==> config.mk <==
export PLATFORM = sky130hd
export DESIGN_NAME = rom_reader
export DESIGN_NICKNAME = d
export VERILOG_FILES = /design/src/rtl/rom_pkg.sv /design/src/rtl/rom_settle_cnt.sv /design/src/rtl/rom_reader.sv
export SDC_FILE = /design/constraint.sdc
export NUM_CORES = 1
export LEC_CHECK = 0
export BUFFER_PORTS_ARGS = -buffer_cell sky130_fd_sc_hd__buf_2
export CORE_UTILIZATION = 50
export CTS_CLUSTER_SIZE = 40
export DETAILED_ROUTE_END_ITERATION = 16
export GPL_TIMING_DRIVEN = 0
export PLACE_DENSITY = 0.74
export SKIP_CTS_REPAIR_TIMING = 1
export SYNTH_ARGS = -nofsm -noshare
export SYNTH_HDL_FRONTEND = slang
export SYNTH_SLANG_ARGS = --single-unit
==> constraint.sdc <==
create_clock -name CK -period 9.95 [get_ports CK]
set_input_delay 1.4925 -clock CK [delete_from_list [all_inputs] [get_ports CK]]
set_output_delay 1.4925 -clock CK [all_outputs]
set_load 0.01 [all_outputs]
==> src/rtl/rom_pkg.sv <==
// Shared types and defaults for the instruction-ROM reader.
package rom_pkg;

  typedef enum logic [1:0] {
    IDLE   = 2'd0,
    SETUP  = 2'd1,
    SETTLE = 2'd2,
    RESP   = 2'd3
  } state_e;

  localparam int ADDR_SIZE_DEF = 12;
  localparam int WORD_SIZE_DEF = 32;
  // Edges needed for the ROM to register A and for its stability window to close.
  localparam int SETUP_CYCLES  = 2;

endpackage

==> src/rtl/rom_settle_cnt.sv <==
// Loadable down-counter; done flags the last cycle of a timed wait.
module rom_settle_cnt #(
  parameter int CNT_W = 4
) (
  input  logic             clk,
  input  logic             rst_n,
  input  logic             load,
  input  logic [CNT_W-1:0] load_val,
  output logic             done
);

  logic [CNT_W-1:0] cnt_q;
  logic [CNT_W-1:0] cnt_d;

  // Next count: reload on request, otherwise count down and park at zero.
  always_comb begin
    cnt_d = cnt_q;
    if (load) begin
      cnt_d = load_val;
    end else if (cnt_q != '0) begin
      cnt_d = cnt_q - 1'b1;
    end
  end

  // Count register.
  always_ff @(posedge clk or negedge rst_n) begin
    if (!rst_n) begin
      cnt_q <= '0;
    end else begin
      cnt_q <= cnt_d;
    end
  end

  assign done = (cnt_q == CNT_W'(1));

endmodule

==> src/rtl/rom_reader.sv <==
// Valid/ready front end for the synchronous-address instruction ROM with a
// one-entry last-word buffer. ROM_DO is only captured once A has been stable
// for two edges plus SETTLE_CYCLES of read delay.
module rom_reader
  import rom_pkg::*;
#(
  parameter int ADDR_SIZE     = ADDR_SIZE_DEF,
  parameter int WORD_SIZE     = WORD_SIZE_DEF,
  parameter int SETTLE_CYCLES = 1
) (
  input  logic                 CK,
  input  logic                 RST_N,
  input  logic                 req_valid,
  output logic                 req_ready,
  input  logic [ADDR_SIZE-1:0] req_addr,
  output logic                 rsp_valid,
  input  logic                 rsp_ready,
  output logic [WORD_SIZE-1:0] rsp_data,
  input  logic                 flush,
  output logic                 ROM_CS,
  output logic                 ROM_OE,
  output logic [ADDR_SIZE-1:0] ROM_A,
  input  logic [WORD_SIZE-1:0] ROM_DO
);

  localparam int CNT_W = $clog2(SETTLE_CYCLES + SETUP_CYCLES) + 1;

  state_e               state_q, state_d;
  logic                 req_ready_q, req_ready_d;
  logic                 rsp_valid_q, rsp_valid_d;
  logic [WORD_SIZE-1:0] rsp_data_q, rsp_data_d;
  logic                 rom_en_q, rom_en_d;
  logic [ADDR_SIZE-1:0] rom_a_q, rom_a_d;
  logic                 buf_valid_q, buf_valid_d;
  logic                 flush_seen_q, flush_seen_d;
  logic [ADDR_SIZE-1:0] buf_addr_q, buf_addr_d;
  logic [WORD_SIZE-1:0] buf_data_q, buf_data_d;

  logic                 cnt_load;
  logic [CNT_W-1:0]     cnt_val;
  logic                 cnt_done;
  logic                 capture;

  rom_settle_cnt #(.CNT_W(CNT_W)) u_cnt (
    .clk      (CK),
    .rst_n    (RST_N),
    .load     (cnt_load),
    .load_val (cnt_val),
    .done     (cnt_done)
  );

  // Next-state logic: FSM transitions, pin values, buffer update and flush tracking.
  always_comb begin
    state_d      = state_q;
    rsp_valid_d  = rsp_valid_q;
    rsp_data_d   = rsp_data_q;
    rom_en_d     = rom_en_q;
    rom_a_d      = rom_a_q;
    buf_addr_d   = buf_addr_q;
    buf_data_d   = buf_data_q;
    buf_valid_d  = buf_valid_q & ~flush;
    flush_seen_d = flush_seen_q | flush;
    cnt_load     = 1'b0;
    cnt_val      = '0;
    capture      = 1'b0;

    case (state_q)
      IDLE: begin
        if (req_valid && req_ready_q) begin
          if (buf_valid_q && (req_addr == buf_addr_q) && !flush) begin
            // Hit: data is ready now, rsp_valid follows on the next edge.
            state_d    = RESP;
            rsp_data_d = buf_data_q;
          end else begin
            state_d      = SETUP;
            rom_a_d      = req_addr;
            rom_en_d     = 1'b1;
            cnt_load     = 1'b1;
            cnt_val      = CNT_W'(SETUP_CYCLES);
            flush_seen_d = flush;
          end
        end
      end
      SETUP: begin
        if (cnt_done) begin
          state_d  = SETTLE;
          cnt_load = 1'b1;
          cnt_val  = CNT_W'(SETTLE_CYCLES);
        end
      end
      SETTLE: begin
        if (cnt_done) begin
          capture     = 1'b1;
          state_d     = RESP;
          rsp_valid_d = 1'b1;
          rsp_data_d  = ROM_DO;
          rom_en_d    = 1'b0;
          if (!(flush_seen_q || flush)) begin
            buf_valid_d = 1'b1;
            buf_addr_d  = rom_a_q;
            buf_data_d  = ROM_DO;
          end
        end
      end
      RESP: begin
        rsp_valid_d = 1'b1;
        if (rsp_valid_q && rsp_ready) begin
          rsp_valid_d = 1'b0;
          state_d     = IDLE;
        end
      end
      default: state_d = IDLE;
    endcase

    req_ready_d = (state_d == IDLE);
  end

  // Control state and registered outputs; reset aborts any in-flight access.
  always_ff @(posedge CK or negedge RST_N) begin
    if (!RST_N) begin
      state_q      <= IDLE;
      req_ready_q  <= 1'b0;
      rsp_valid_q  <= 1'b0;
      rsp_data_q   <= '0;
      rom_en_q     <= 1'b0;
      rom_a_q      <= '0;
      buf_valid_q  <= 1'b0;
      flush_seen_q <= 1'b0;
    end else begin
      state_q      <= state_d;
      req_ready_q  <= req_ready_d;
      rsp_valid_q  <= rsp_valid_d;
      rsp_data_q   <= rsp_data_d;
      rom_en_q     <= rom_en_d;
      rom_a_q      <= rom_a_d;
      buf_valid_q  <= buf_valid_d;
      flush_seen_q <= flush_seen_d;
    end
  end

  // Buffer payload; only meaningful while buf_valid_q is set.
  always_ff @(posedge CK) begin
    buf_addr_q <= buf_addr_d;
    buf_data_q <= buf_data_d;
  end

  a_capture_known : assert property (@(posedge CK) disable iff (!RST_N)
                                     capture |-> !$isunknown(ROM_DO));

  assign req_ready = req_ready_q;
  assign rsp_valid = rsp_valid_q;
  assign rsp_data  = rsp_data_q;
  assign ROM_CS    = rom_en_q;
  assign ROM_OE    = rom_en_q;
  assign ROM_A     = rom_a_q;

endmodule

Word level (Yosys, flattened, before mapping) --
Index checks and enable logic that the tools add are counted.
Cells by class: $add $sub $neg 1, multipliers 0, div/mod/pow operators 0, order comparisons 0, equality and inequality tests 9, shift-type cells 0, mux-type cells 33, bitwise gates (word level) 5, reductions and logical operators 17
Operators with widths (number):
- $mux W32 | 3
- $pmux W32 S2 | 1
- $mux W1 | 15
- $mux W2 | 7
- $eq A12 B12 Y1 | 1
- $ne A2 B2 Y1 const B | 4
- $pmux W2 S4 | 1
- $reduce_and A4 Y1 | 2
- $mux W3 | 2
- $pmux W1 S2 | 3
- $reduce_and A3 Y1 | 2
- $reduce_bool A2 Y1 | 3
- $eq A2 B2 Y1 const B | 2
- $logic_and A1 B1 Y1 | 4
- $logic_not A2 Y1 | 2
- $pmux W2 S2 | 1
- $eq A3 B1 Y1 const B | 1
- $not A1 Y1 | 3
- $reduce_bool A3 Y1 | 1
- $sub A3 B1 Y3 const B | 1
- $eq A2 B1 Y1 const B | 1
- $reduce_and A2 Y1 | 1
- $and A1 B1 Y1 | 1
- $logic_not A1 Y1 | 1
- 2 further kinds | 2
Word-level totals: bits in registers 98, latch bits 0, RAM bits 0, bits in read-only memories 0, output and inout port bits 48, memories kept 0

Longest topological paths before layout --
depth after elaboration 7, depth in mapped cells 7, mapped depth without buffers 7

Cells and area by module --
A second synthesis with hierarchy kept.
Second synthesis, totals: cells, all modules 248, area, all modules 4038.9 um2
Modules (own cells, without submodules):
- rom_reader | times used 1, cells an instance 226, area an instance 3819.9 um2
- rom_settle_cnt | times used 1, cells an instance 22, area an instance 219.0 um2

Worst setup path after synthesis --
Ideal clock, no wire load.
path type input-to-reg, start point in flush, end point reg buf_addr_q[0], enable pin, arrival time 4.591 ns, path slack 4.858 ns, stages on the path 1, buffers on the path 0, cells stage by stage nor3_1
Between the ends: longest elaborated chain between the ends 3
Ends and longest elaborated chain:
- from (decl) | RTL line rom_reader.sv:19 | input logic flush,
- $logic_or A1 B1 Y1 | RTL line rom_reader.sv:98 | if (!(flush_seen_q || flush)) begin
- $not A1 Y1 (no source line)
- $reduce_and A3 Y1 (no source line)
- to (signal assigned) | RTL line rom_reader.sv:143 | buf_addr_q <= buf_addr_d;
- to (decl) | RTL line rom_reader.sv:36 | logic [ADDR_SIZE-1:0] buf_addr_q, buf_addr_d;
No other way between the ends. A chain may end at the register's enable or synchronous reset.

Worst setup path in the final report --
start point in req_addr[11], end point reg rsp_data_q[9] (netlist: rsp_data[9])
Between the ends: longest elaborated chain between the ends 5
Ends and longest elaborated chain:
- from (decl) | RTL line rom_reader.sv:15 | input logic [ADDR_SIZE-1:0] req_addr,
- $eq A12 B12 Y1 | RTL line rom_reader.sv:70 | if (buf_valid_q && (req_addr == buf_addr_q) && !flush) begin
- $logic_and A1 B1 Y1 (2 in series) | RTL line rom_reader.sv:70
- $ne A2 B2 Y1 (no source line)
- $reduce_and A4 Y1 (no source line)
- to (signal assigned) | RTL line rom_reader.sv:133 | rsp_data_q <= rsp_data_d;
- to (decl) | RTL line rom_reader.sv:31 | logic [WORD_SIZE-1:0] rsp_data_q, rsp_data_d;
No other way between the ends.

==> flow_summary.toml <==
[outcome]
outcome = "finished, final reports clean"

[sta]
worstMarginPinSlew_ns = 0.807
period_minus_slack_ns = 3.15
finalMaxSlewViolations = 0
clock_skew_ns = 0.0108
relSlewSlack_pct = 45.9
hold_viol = 0
fin_setup_tns_ns = 0
clock.fmax_mhz = 317
finalCritPeriodShare_pct = 31.7
rsz0062_at_grt = "no"
setup_viol = 0

[placed_design]
io_buffers = 96
gp_congestion = 0.725
dp_hpwl_um = 5130

[critical_path]
worst-path-buf-inv = 2
cp-end-kind = "register"
slowest_delay_ns = 0.42
crit_path_top_delay_cell = "nor4_1"
worstPathArrival_ns = 3.39
critical_path_class = "in2reg"
cpLargestDelayFamily = "simple AND/OR/NAND/NOR gates"
crit_fanout = 10
worstReg2RegStart = "u_cnt.cnt_q[1]$_DFFE_PN0P_"
critPathRequiredTime_ns = 10.19
start_kind = "primary input"
worstSetupStartpoint = "req_addr[11]"
crit_chain = "buf_2, xor2_1, nor4_1, nand4_1, a22oi_4, clkbuf_8, mux2_2"

[route]
drtIter0Drc = 62
first_pass_iters = 4
drtAntennaViolNets = 0
wl_um = 7200
routedWlPerCell_um = 15.7
drc_errors = 0
num_vias = 2303
routed_via_density = 5.01

[clock_network]
clk_latency_ns = 0.36
cts_tree = "built"
clock-sinks = 98
clockBufferDepth = 2
htreeDepth = 3
cts_buffers = 9
clockRootBuffer = "clkbuf_8"
path_clk_slew_ns = 0.09

[yosys]
mappedNetlistArea_mm2 = 0.00400
synth.yosys.seq_area_share_pct = 66.8
yosysUniqueCellTypes = 30
ys.flop_type = "dfrtp_1"
yosys.area.top_type = "dfrtp_1"
synth_area_per_cell_um2 = 16.5
ys_warn_count = 0
syn_inst = 242
synth-seq-cells = 98
synth_edf_count = 44
async_flop_share_pct = 55.1
yosysTopAreaCellShare_pct = 33.8
synthTopCellsByArea = "dfrtp_1, edfxtp_1, mux2_2"
synth_nets = 294

[floorplanning]
die_w_um = 91.5
core-area_mm2 = 0.00773
die_h_um = 91.5
start_util_pct = 51.8
design.portCount = 97
floorplan.rows = 32
die_area_mm2 = 0.00837

[finish]
diodes = 0
layout-drive-gt1-share_pct = 54.2
final_nets = 405
area_delta_synth_final_pct = 21.8

[pwr]
totalPowerFinal_mw = 1.30
vdd_ir_drop_max_mv = 0.170
p_leak_nw = 2.04
powerDensity_mw_per_mm2 = 267

[global_route]
grt_usage_pct = 18.4
grt_pass1_vias = 2383
gr-total-overflow = 0
antenna_found_initial = 0
grt_max_degree = 55
grt_pass1_wl_um = 11600

[hold_path]
hold_path_class = "reg2reg"
worstHoldStart = "ROM_A[8]$_DFFE_PN0N_"

[flow_run]
drv_cap = 0
-- routing by layer --
metal	vias to the layer above	GRT usage [%]	routed length, um
met2	52	30.8	3710
li1	1099	-	-
met3	12	4.27	315
met4	0	8.73	146
met1	1140	22.3	3030
met5	-	0	0
-- Yosys cell counts, drive strengths merged, types with 2 or more instances --
master / instances
mux2: 76
dfrtp: 54
edfxtp: 44
xor2: 12
nor2: 8
clkbuf: 6
inv: 5
buf: 4
o21ai: 4
a21oi: 3
ha: 3
nor2b: 3
a21o: 2
mux2i: 2
nand3: 2
nor3: 2
nor4: 2
-- cell families (layout without fill, tap and decap cells) --
kind of cell | after synthesis | in the layout | share of synthesized area, %
buffers and inverters | 15 | 131 | 2.47
AND/OR/NAND/NOR | 23 | 23 | 2.97
flip-flops | 98 | 98 | 66.8
adder cells (fa/ha/maj) | 3 | 3 | 0.938
multiplexers | 78 | 78 | 21.9
AO/OA/AOI/OAI | 12 | 12 | 2.16
XOR/XNOR | 13 | 13 | 2.84
-- registers in the layout (all words and copies together), names as in the netlist --
| name | count |
|---|---|
| buf_data_q | 32 |
| rsp_data | 32 |
| ROM_A | 12 |
| buf_addr_q | 12 |
| u_cnt.cnt_q | 3 |
| state_q | 2 |
| ROM_CS | 1 |
| buf_valid_q | 1 |
| flush_seen_q | 1 |
| req_ready | 1 |
| rsp_valid | 1 |
-- report_power, final --
part	switching, mW	internal (mW)	total [mW]
Sequential	0.0631	0.541	0.604
Clock	0.131	0.143	0.273
Combinational	0.198	0.228	0.426
Total	0.392	0.912	1.30
-- layout by cell type, fill, tap and decap left out, types with 2 or more instances in the layout --
cell / count
dfrtp_1: 54
bufinv_16: 2
nor2_1: 8
mux2_2: 73
clkbuf_1: 7
buf_6: 6
xor2_1: 12
nor4_1: 2
a21oi_1: 3
buf_2: 95
mux2i_1: 2
ha_1: 3
edfxtp_1: 44
o21ai_0: 4
nand3_1: 2
clkbuf_8: 11
buf_4: 3
nor2b_1: 3
mux2_1: 3
inv_1: 5
a21o_1: 2
-- worst paths after layout --
| path | slack (ns) | cells after the start | endpoint |
|---|---|---|---|
| worst max-delay path | 6.80 | 7 | rsp_data[9]$_DFFE_PN0P_ |
| worst min-delay path | 0.47 | 0 | buf_addr_q[8]$_DFFE_PP_ |
| worst max register to register | 7.30 | 8 | buf_data_q[18]$_DFFE_PP_ |
| worst min register to register | 0.47 | 0 | buf_addr_q[8]$_DFFE_PP_ |
| max in group asynchronous | 8.30 | 1 | ROM_A[2]$_DFFE_PN0N_ |
| min in group asynchronous | 1.17 | 1 | rsp_data[14]$_DFFE_PN0P_ |
-- final cells by class --
type                            count  area [um2]
Fill cell                         617        2850
Sequential cell                    98        2670
Multi-Input combinational cell    129        1240
Timing Repair Buffer              100         528
Clock buffer                       12         135
Tap cell                          102         128
Buffer                             10        80.1
Clock inverter                      4        76.3
Inverter                            5        18.8
-- per-stage QoR --
step | util (%) | hold WS, ns | cells | area, um2 | setup WS [ns]
detailed placement | 60.3 | 0.456 | 444 | 4660 | 6.41
global route | 63.1 | 0.488 | 460 | 4880 | 6.64
CTS | 63.1 | 0.477 | 460 | 4870 | 6.79
finish | 63.1 | 0.472 | 460 | 4880 | 6.80
floorplan | - | 0.458 | 242 | 4000 | 4.86
global placement | 59.7 | 0.444 | 440 | 4610 | 2.94
Note: power is estimated with default switching activity, not from simulation.
